[src/rtl/spi_send_con.sv]
// spi_send_con -- multi-line SPI-style transmitter.
//
// Accepts a DATA_WIDTH word on a single-cycle trigger, pulls chip select low
// and shifts the word out MSB-first, LINES bits per beat, with a self-generated
// data clock of DATA_CLK_PERIOD system cycles. The data clock is low for the
// first HALF cycles of each beat and high for the last HALF, so the receiver's
// rising-edge sample sits in the middle of a stable beat.
//
// Optional feature (compile-time macro): SPI_SEND_BURST_EN
//   When defined, a trigger in the last cycle of a word starts the next word
//   immediately, with chip select held low and no gap between words.
//
// Ports:
//   clk_in        system clock
//   rst_in        synchronous active-high reset
//   data_in       word to send, sampled in the accept cycle only
//   trigger_in    send request, accepted when ready_out=1
//   ready_out     block can accept a trigger this cycle (decoded from state)
//   busy_out      a word is in flight
//   done_out      one-cycle pulse after the last beat of a word completes
//   data_out      data lines, data_out[LINES-1] is the beat MSB; 0 when idle
//   data_clk_out  data clock, idles low
//   sel_out       chip select, active low, idles high
module spi_send_con #(
  parameter int DATA_WIDTH      = 8,
  parameter int LINES           = 4,
  parameter int DATA_CLK_PERIOD = 6
) (
  input  logic                  clk_in,
  input  logic                  rst_in,
  input  logic [DATA_WIDTH-1:0] data_in,
  input  logic                  trigger_in,
  output logic                  ready_out,
  output logic                  busy_out,
  output logic                  done_out,
  output logic [LINES-1:0]      data_out,
  output logic                  data_clk_out,
  output logic                  sel_out
);

  localparam int BEATS = DATA_WIDTH / LINES;
  localparam int HALF  = DATA_CLK_PERIOD / 2;
  localparam int BW    = (BEATS > 1) ? $clog2(BEATS) : 1;
  localparam int CW    = $clog2(DATA_CLK_PERIOD);

  localparam logic [BW-1:0] BEAT_LAST = BW'(BEATS - 1);
  localparam logic [CW-1:0] CLK_LAST  = CW'(DATA_CLK_PERIOD - 1);
  localparam logic [CW-1:0] CLK_HALF  = CW'(HALF);

  if ((LINES < 1) || (DATA_WIDTH < LINES) || ((DATA_WIDTH % LINES) != 0) ||
      (DATA_CLK_PERIOD < 2) || ((DATA_CLK_PERIOD % 2) != 0)) begin : g_bad_params
    $error("spi_send_con: illegal parameter combination");
  end

  typedef enum logic [0:0] {IDLE, SEND} state_t;

  state_t                state;
  logic [DATA_WIDTH-1:0] shreg;
  logic [BW-1:0]         beat_cnt;
  logic [CW-1:0]         clk_cnt;

  logic                  last_beat;
  logic                  last_clk;
  logic [CW-1:0]         clk_nxt;
  logic [DATA_WIDTH-1:0] shreg_nxt;

  assign last_beat = (beat_cnt == BEAT_LAST);
  assign last_clk  = (clk_cnt == CLK_LAST);
  assign clk_nxt   = clk_cnt + CW'(1);
  assign shreg_nxt = shreg << LINES;

`ifdef SPI_SEND_BURST_EN
  assign ready_out = (state == IDLE) || ((state == SEND) && last_beat && last_clk);
`else
  assign ready_out = (state == IDLE);
`endif

  // All pin outputs are registered: each branch loads the value the pins
  // must show in the cycle that follows the edge.
  always_ff @(posedge clk_in) begin
    if (rst_in) begin
      state        <= IDLE;
      shreg        <= '0;
      beat_cnt     <= '0;
      clk_cnt      <= '0;
      sel_out      <= 1'b1;
      data_clk_out <= 1'b0;
      data_out     <= '0;
      busy_out     <= 1'b0;
      done_out     <= 1'b0;
    end else begin
      done_out <= 1'b0;
      case (state)
        IDLE: begin
          if (trigger_in) begin
            state        <= SEND;
            shreg        <= data_in;
            beat_cnt     <= '0;
            clk_cnt      <= '0;
            sel_out      <= 1'b0;
            busy_out     <= 1'b1;
            data_clk_out <= 1'b0;
            data_out     <= data_in[DATA_WIDTH-1 -: LINES];
          end
        end
        SEND: begin
          if (!last_clk) begin
            clk_cnt      <= clk_nxt;
            data_clk_out <= (clk_nxt >= CLK_HALF);
          end else if (!last_beat) begin
            // Beat boundary: clock drops and the next beat appears together,
            // so data only moves while the clock is low.
            shreg        <= shreg_nxt;
            beat_cnt     <= beat_cnt + BW'(1);
            clk_cnt      <= '0;
            data_clk_out <= 1'b0;
            data_out     <= shreg_nxt[DATA_WIDTH-1 -: LINES];
          end else begin
            done_out <= 1'b1;
`ifdef SPI_SEND_BURST_EN
            if (trigger_in) begin
              // Chain straight into the next word; select stays low.
              shreg        <= data_in;
              beat_cnt     <= '0;
              clk_cnt      <= '0;
              data_clk_out <= 1'b0;
              data_out     <= data_in[DATA_WIDTH-1 -: LINES];
            end else
`endif
            begin
              state        <= IDLE;
              shreg        <= '0;
              beat_cnt     <= '0;
              clk_cnt      <= '0;
              sel_out      <= 1'b1;
              busy_out     <= 1'b0;
              data_clk_out <= 1'b0;
              data_out     <= '0;
            end
          end
        end
        default: state <= IDLE;
      endcase
    end
  end

endmodule

[config.mk]
export PLATFORM = sky130hd
export DESIGN_NAME = spi_send_con
export DESIGN_NICKNAME = d
export VERILOG_FILES = /design/src/rtl/spi_send_con.sv
export SDC_FILE = /design/constraint.sdc
export NUM_CORES = 1
export LEC_CHECK = 0
export BUFFER_PORTS_ARGS = -buffer_cell sky130_fd_sc_hd__buf_2
export CORE_UTILIZATION = 50
export DETAILED_ROUTE_END_ITERATION = 8
export GPL_TIMING_DRIVEN = 1
export PLACE_DENSITY = 0.85
export SYNTH_ARGS = -nofsm -noshare
export SYNTH_HDL_FRONTEND = slang
export SYNTH_SLANG_ARGS = --single-unit
[constraint.sdc]
create_clock -name clk_in -period 1.5 [get_ports clk_in]
set_input_delay 0.3 -clock clk_in [delete_from_list [all_inputs] [get_ports clk_in]]
set_output_delay 0.3 -clock clk_in [all_outputs]
set_load 0.01 [all_outputs]
==> metrics, run 1 <==
CTS H-Tree Depth=1; CP Launch Type=flip-flop; VDD IR max=774.2 uV; Synth area leader=dfxtp_1; GRT Overall Usage=0.1851; global placer's final weighted congestion=~0.73; fin crit period=1.338 ns; hold slack=0.3714 ns; slowest CP cell=dfxtp_2; Yosys warnings=0; setup_tns=0 ns; Slew @ Worst Pin=0.3819 ns; fillers=136; placed wire-length estimate=1.107 mm; Post-synth EDFFs=0; Top Ports=20; most instantiated cells after synthesis=17 x dfxtp_1, 7 x a21oi_1, 7 x nand2_1; Critical Path, Cell by Cell=inv_1 -> buf_2; final setup fails=0; Nets=115; slew margin rel.=0.7449; synth-to-layout area growth=14.65%; Die Span X=41.86 um; Netlist cell types=28; wire per inst=approximately 13 um; footprint of the multi-input gates=409.1 um^2; Crit Path Category=reg -> out; Starting Density=0.5336; Most used DFF post-synth=dfxtp_1; setup repair after global routing missed its margin=no; first-pass GRT wire length=between 2 and 2.5 mm; vias in the first global route=598; total gr overflow=0; most common cell in the netlist=dfxtp_1; MaxCap Viol Count=0; Layout Skew=0.003559 ns; Detailed Routing Iterations Pass 1=4; largest net degree at the start of global routing=18; cells after synthesis=85; CTS root buf=clkbuf_4; #FFs+latches synth=17; Syn Area/Cell=9.347 um^2; Crit Path Max Fanout=11; register area share after synthesis=0.4283; antenna violations before repair=0; Die ar.=1752 um^2; Leak=0.0003696 uW; top cells by area, synth=dfxtp_1 43%, a211oi_2 6.3%, mux2i_1 5.0%; Clk pin slew, worst setup/hold paths=0.10 ns; Hold WC Path Type=in -> reg; hold buffers post-CTS=0; Die Ht=41.86 um; power consumption=around 900 uW; Pwr Density=998.2 nW/um^2; Seq. cell area=341.6 um^2; clk buf depth=2; CTS tree=built; max-slew violations=0; CP Capture Type=primary output; n_diodes=0; Core Footprint=roughly 1500 um^2; CP max stage delay=0.44 ns; DRC viols=0; required time of the critical path=1.20 ns; Total Wirelength=1.550 mm; final hold viol count=0; Clock Latency Late Sink=0.29 ns; Worst EP arrival=1.04 ns; port bufs=19; site row count=14; CTS Sinks=17; Via-to-Cell Ratio=5.664; Via Count=674; share of post-route cells with drive strength above 1=0.3107; Yosys top cell area share=0.4283; Num CTS Buffers=3; Async S/R FF share, synth=0; Starting DRT DRC Count=20; outcome=completed; Mapped Nets=96; Syn Std Cell Area=794.5 um^2; residual antenna-violating net count after detailed routing=0; Max Fclk=747.6 MHz; period utilisation layout=0.8917
==> flip-flops by register name (all words and copies together), names as in the netlist <==
signal	count
data_clk_out	1
busy_out	1
state	1
beat_cnt	1
shreg	4
clk_cnt	3
done_out	1
data_out	4
sel_out	1
==> cell usage in the layout (no fill, tap or decap), types with 2 or more instances in the layout <==
cell type	count
a22oi_1	4
a211oi_2	4
buf_2	19
nand2_1	7
a211oi_1	2
nor3_1	5
dfxtp_1	16
inv_1	3
o22a_1	4
nor2_1	5
nor2b_1	3
clkbuf_4	3
a311oi_1	3
a21oi_1	7
mux2i_1	4
==> power breakdown <==
group | switching [uW] | internal [uW]
Sequential | 28.1 | 483
Combinational | 80.0 | 74.7
Clock | 141 | 103
Total | 249 | 661
==> final cells by class <==
cell class	instances	area share
Inverter	3	0.01236
Sequential cell	17	0.3750
Timing Repair Buffer	20	0.1126
Multi-Input combinational cell	59	0.4492
Clock buffer	4	0.02885
Tap cell	16	0.02198
==> metal layers <==
metal | vias to the layer above | part of all wire | global-route usage
met3 | 4 | 0.034 | 0.03913
met1 | 308 | 0.45 | 0.2182
met4 | 0 | 0.018 | 0.09677
li1 | 348 | - | -
met5 | - | 0 | 0
met2 | 14 | 0.50 | 0.3125
==> stage by stage <==
stage                 util  setup slack [ns]  instances  instance area, um^2
finish              0.6118            0.1625        119                910.9
global route        0.6118           0.08332        119                910.9
CTS                 0.6109          0.009927        119                909.6
detailed placement  0.5933            0.1851        115                883.3
global placement    0.5933            0.2785        115                883.3
floorplan                -            0.3237         85                794.5
==> kinds of logic after synthesis <==
family | Yosys count | synth area share
flops | 17 | 0.4284
mux | 4 | 0.05040
buf+inv | 9 | 0.05668
compound gates | 26 | 0.2598
simple gates | 29 | 0.2048
==> path summary, 6_finish.rpt <==
kind	from	end	slack [ns]	cells past startpoint
worst min-delay path	rst_in	shreg[3]	0.37	2
worst min register to register	busy_out	busy_out	0.52	2
worst max register to register	clk_cnt[1]	data_out[3]	0.27	3
worst max-delay path	state	ready_out	0.16	2
==> worst max-delay path: cells and delay by family, from the launching register on <==
| family | cells | cell delay, ns |
|---|---|---|
| buffers and inverters | 2 | 0.32 |
| DFF | 1 | 0.44 |
==> timing repair <==
action                     4_1_cts  5_1_grt
setup endpoints to repair        0        1
setup buffers                    0        0
resized for setup                0        1
Power figures use the tool's default switching activity.
==> run 2, diff against run 1 <==
PLACE_DENSITY = unset   (was 0.85)
PLACE_DENSITY_LB_ADDON = 0.08   (was unset)
==> run 2 against run 1 <==
  * Worst setup slack better by 0.031 ns
  * Non-clock buffer count up 1
  * Clock-buffer cell count unchanged
  * Total power about the same
  * Worst hold slack better by 0.013 ns
  * Combinational power up 3%
  * Critical endpoint unchanged
  * Critical path type unchanged
  * Highest routed layer unchanged
  * Via count down 1.2%
  * Wire length down 4.3%
  * Sequential share of layout area down 0.31 points
  * Global-route usage up 0.91 points
  * Register-to-register slack about the same
==> metrics, run 2 (synthesis results as in run 1) <==
synth-to-layout area growth=15.59%; Slew @ Worst Pin=0.3572 ns; switching fraction of total power=0.2711; wire per inst=between 10 and 15 um; CTS Sinks=17; first-pass GRT wire length=about 2.6 mm; Nets=116; CTS root buf=clkbuf_4; Worst EP arrival=1.01 ns; Hold WC Path Type=in -> reg; GRT Overall Usage=0.1942; Detailed Routing Iterations Pass 1=4; global placer's final weighted congestion=0.7403; setup_tns=0 ns; CP Capture Type=primary output; total gr overflow=0; residual antenna-violating net count after detailed routing=0; largest registers=data_out: 4 flops, shreg: 4 flops, clk_cnt: 3 flops; site row count=14; Starting Density=0.5336; Via-to-Cell Ratio=5.550; Crit Path Category=reg -> out; outcome=completed; setup repair after global routing missed its margin=no; footprint of the multi-input gates=409.1 um^2; Crit Path Max Fanout=9; P_sw=246.5 uW; port bufs=19; vias in the first global route=619; clk buf depth=2; commonest non-fill, non-tap cell in the layout=buf_2; placed wire-length estimate=1.114 mm; antenna violations before repair=0; max-slew violations=0; DRC viols=0; Via Count=666; Core Footprint=between 1000 and 1500 um^2; Num CTS Buffers=3; period utilisation layout=0.8712; Int Pwr=between 600 and 700 uW; required time of the critical path=1.20 ns; power consumption=a little over 900 uW; placed cells=between 100 and 150; fillers=124; Clk pin slew, worst setup/hold paths=0.10 ns; CP Launch Type=flip-flop; Seq. cell area=~340 um^2; final setup fails=0; final std cells w/o fill=120; Die ar.=roughly 1800 um^2; number of setup buffers added after CTS=0; Seq pwr share=0.560; Clock Latency Late Sink=0.28 ns; Total Wirelength=1.484 mm; Leak=0.0003746 uW; hold buffers post-CTS=0; Top Ports=20; Starting DRT DRC Count=9; most frequent cells in the layout=19 x buf_2, 16 x dfxtp_1, 7 x nand2_1, 7 x a21oi_1; CTS H-Tree Depth=1; Layout Skew=0.006251 ns; Die Span X=41.86 um; n_diodes=0; slew margin rel.=0.7614; CTS resizes=0; final hold viol count=0; Clk network pwr share=0.266; largest net degree at the start of global routing=18; CTS tree=built; VDD IR max=852.1 uV; Logic pwr share=0.174; share of post-route cells with drive strength above 1=0.3173; Die Ht=41.86 um; Max Fclk=approximately 770 MHz; fin crit period=1.307 ns; Pwr Density=990.1 nW/um^2; MaxCap Viol Count=0
-- run 2: changes by cell type in the layout (fill, tap and decap cells not counted), sizes merged --
cell	delta
buf	+1
-- run 2: final timing paths --
path                                  from    endpoint  slack [ns]  depth (start not counted)
worst max-delay path                 state   ready_out        0.19                          2
worst min-delay path                rst_in    done_out        0.38                          2
worst max register to register  clk_cnt[0]  clk_cnt[1]        0.28                          3
worst min register to register     sel_out     sel_out        0.53                          2
-- run 2: power by group through the flow --
stage | clock (uW) | combinational, uW | sequential [uW]
3_3_place_gp | 0 | 155 | 518
4_1_cts | 245 | 159 | 508
6_report | 242 | 159 | 509
3_5_place_dp | 0 | 158 | 519
2_1_floorplan | 0 | 109 | 519
5_1_grt | 268 | 175 | 514
-- run 2: metrics by stage --
stage	util	setup slack, ns	hold slack, ns	cell area (um^2)
6_report	0.6168	0.1932	0.3842	918.4
5_1_grt	0.6168	0.1199	0.3941	918.4
4_1_cts	0.6160	0.06502	0.3810	917.1
3_5_place_dp	0.5983	0.2186	0.5029	890.9
3_3_place_gp	0.5983	0.2653	0.5116	890.9
2_1_floorplan	-	0.3237	0.4849	794.5
-- run 2: metal layers --
| metal | vias up | global-route usage | share of wire |
|---|---|---|---|
| met5 | - | 0 | 0 |
| met4 | 0 | 0.07742 | 0.0088 |
| met3 | 2 | 0.05217 | 0.024 |
| met2 | 7 | 0.3219 | 0.48 |
| met1 | 308 | 0.2376 | 0.49 |
| li1 | 349 | - | - |
-- run 2: area by class of cell --
| cell class | count | share of cell area |
|---|---|---|
| Multi-Input combinational cell | 59 | 0.4455 |
| Inverter | 3 | 0.01226 |
| Clock buffer | 4 | 0.02861 |
| Tap cell | 16 | 0.02180 |
| Timing Repair Buffer | 21 | 0.1199 |
| Sequential cell | 17 | 0.3719 |
-- run 2: worst max-delay path, stage by stage, from the launching register on --
cell	delay, ns
dfxtp_2	0.42
inv_1	0.14
buf_2	0.16
==> run 3, diff against run 2 <==
REMOVE_ABC_BUFFERS = 1   (was unset)
==> run 3 against run 2 <==
  * Combinational power barely moved
  * Critical path depth stayed put
  * Cell area grew 0.95%
  * Worst setup slack worse by 0.028 ns
  * Via count up 3.8%
  * Fmax down 2.1%
  * Flip-flop and latch count did not move
  * Global-route usage increased by 1.5 points
  * Clock skew fell by 0.0044 ns
  * Sequential power is essentially flat
  * Sequential share of layout area is 0.35 points lower
  * Critical endpoint unchanged
  * Highest routed layer unchanged
==> metrics, run 3 (synthesis results as in run 1) <==
number of setup buffers added after CTS=0; Starting DRT DRC Count=18; largest net degree at the start of global routing=18; Clock Latency Late Sink=~0.29 ns; first-pass GRT wire length=2.787 mm; met2 routed WL=roughly 830 um; VDD IR max=around 500 uV; placed wire-length estimate=roughly 1.2 mm; outcome=completed; CTS root buf=clkbuf_4; hold slack=between 0.3 and 0.4 ns; Layout Skew=0.001821 ns; Crit Path Max Fanout=10; Detailed Routing Iterations Pass 1=4; antenna violations before repair=0; Leak=about 0.00038 uW; CP Capture Type=primary output; final std cells w/o fill=121; final setup fails=0; residual antenna-violating net count after detailed routing=0; CP max stage delay=0.43 ns; DR WL met3=77 um; Slew @ Worst Pin=0.4180 ns; Die Span X=41.86 um; slew margin rel.=0.7207; worst r2r src=clk_cnt[0]; Num CTS Buffers=3; wire per inst=13.77 um; site row count=14; Crit. Startpoint=state; n_diodes=0; Pwr Density=~990 nW/um^2; cells on worst reg2reg path=3; most frequent cells in the layout=19 x buf_2, 16 x dfxtp_1, 7 x nand2_1, 7 x a21oi_1; vias in the first global route=672; synth-to-layout area growth=16.69%; CP Launch Type=flip-flop; required time of the critical path=1.20 ns; CTS tree=built; Crit Path Category=reg -> out; period utilisation layout=0.8900; final hold viol count=0; FF-to-FF setup slack=0.28 ns; Max Used Layer=met4; CTS Sinks=17; DRC viols=0; fin crit period=1.335 ns; power consumption=between 900 and 1000 uW; Via-to-Cell Ratio=about 5.7; Core Footprint=roughly 1500 um^2; Worst EP arrival=1.04 ns; Hold WC Path Type=in -> reg; total gr overflow=0; clk buf depth=2; max-slew violations=0; MaxCap Viol Count=0; CP endpoint=ready_out; GRT Overall Usage=0.2091; slowest CP cell=dfxtp_2; share of post-route cells with drive strength above 1=0.3333; placed cells=about 120; global placer's final weighted congestion=0.7269; Max Fclk=749.1 MHz; largest registers=data_out: 4 flops, shreg: 4 flops, clk_cnt: 3 flops; Starting Density=0.5336; setup repair after global routing missed its margin=no; Die ar.=1752 um^2; setup_tns=0 ns; Metal-1 WL=738 um; Top Ports=20; Clk pin slew, worst setup/hold paths=about 0.1 ns; CTS H-Tree Depth=1; Total Wirelength=roughly 1.7 mm; placed inst area=898.4 um^2; fin area=927.1 um^2; Die Ht=approximately 42 um; Critical Path, Cell by Cell=inv_1 -> buf_2; port bufs=19; Nets=approximately 120; commonest non-fill, non-tap cell in the layout=buf_2; Via Count=691; worst r2r dst=clk_cnt[1]
run 3: changes by cell type in the layout (fill, tap and decap cells not counted), sizes merged:
cell,change
clkbuf,-1
buf,+1
clkinv,+1
run 3: cell type report:
class	count	area, um^2
repair buffers	22	117.6
inverters	3	11.26
clock inverters	1	5.005
well taps	16	20.02
clock buffers	3	22.52
flip-flops and latches	17	341.6
fillers	134	561.8
multi-input cells	59	409.1
run 3: power by group:
part / internal, uW / leakage (uW) / switching (uW)
sequential: 483 / 0.000140 / 27.2
clock: 99.0 / 0.0000177 / 144
combinational: 78.7 / 0.000224 / 83.6
run 3: what timing repair did:
| item | CTS | global route |
|---|---|---|
| hold endpoints to repair | 0 | 0 |
| hold buffers | 0 | 0 |
| resized for setup | 0 | 1 |
| endpoints found under the setup margin | 0 | 1 |
run 3: per-layer routing:
metal	up-vias	global-route usage
li1	349	-
met1	319	0.2411
met2	21	0.3625
met3	2	0.03478
met4	0	0.1161
met5	-	0
run 3: worst min-delay path by stage:
| stage | startpoint | endpoint | slack, ns | cells after the start |
|---|---|---|---|---|
| after global placement | sel_out | sel_out | 0.47 | 2 |
| after CTS | rst_in | clk_cnt[0] | 0.37 | 2 |
| after detailed placement | sel_out | sel_out | 0.49 | 2 |
| after global routing | rst_in | done_out | 0.38 | 2 |
| final | rst_in | clk_cnt[0] | 0.38 | 2 |
| after floorplan | rst_in | data_out[0] | 0.36 | 1 |
run 3: metrics by stage:
step	setup WS, ns	util
after global placement	0.2886	0.6034
final	0.1650	0.6227
after CTS	0.02509	0.6218
after detailed placement	0.2761	0.6034
after global routing	0.1088	0.6227
after floorplan	0.1640	-
run 3: worst max-delay path: cells and delay by family (launching register included):
| kind | cells | cell delay (ns) |
|---|---|---|
| flops | 1 | 0.43 |
| buf+inv | 2 | 0.32 |
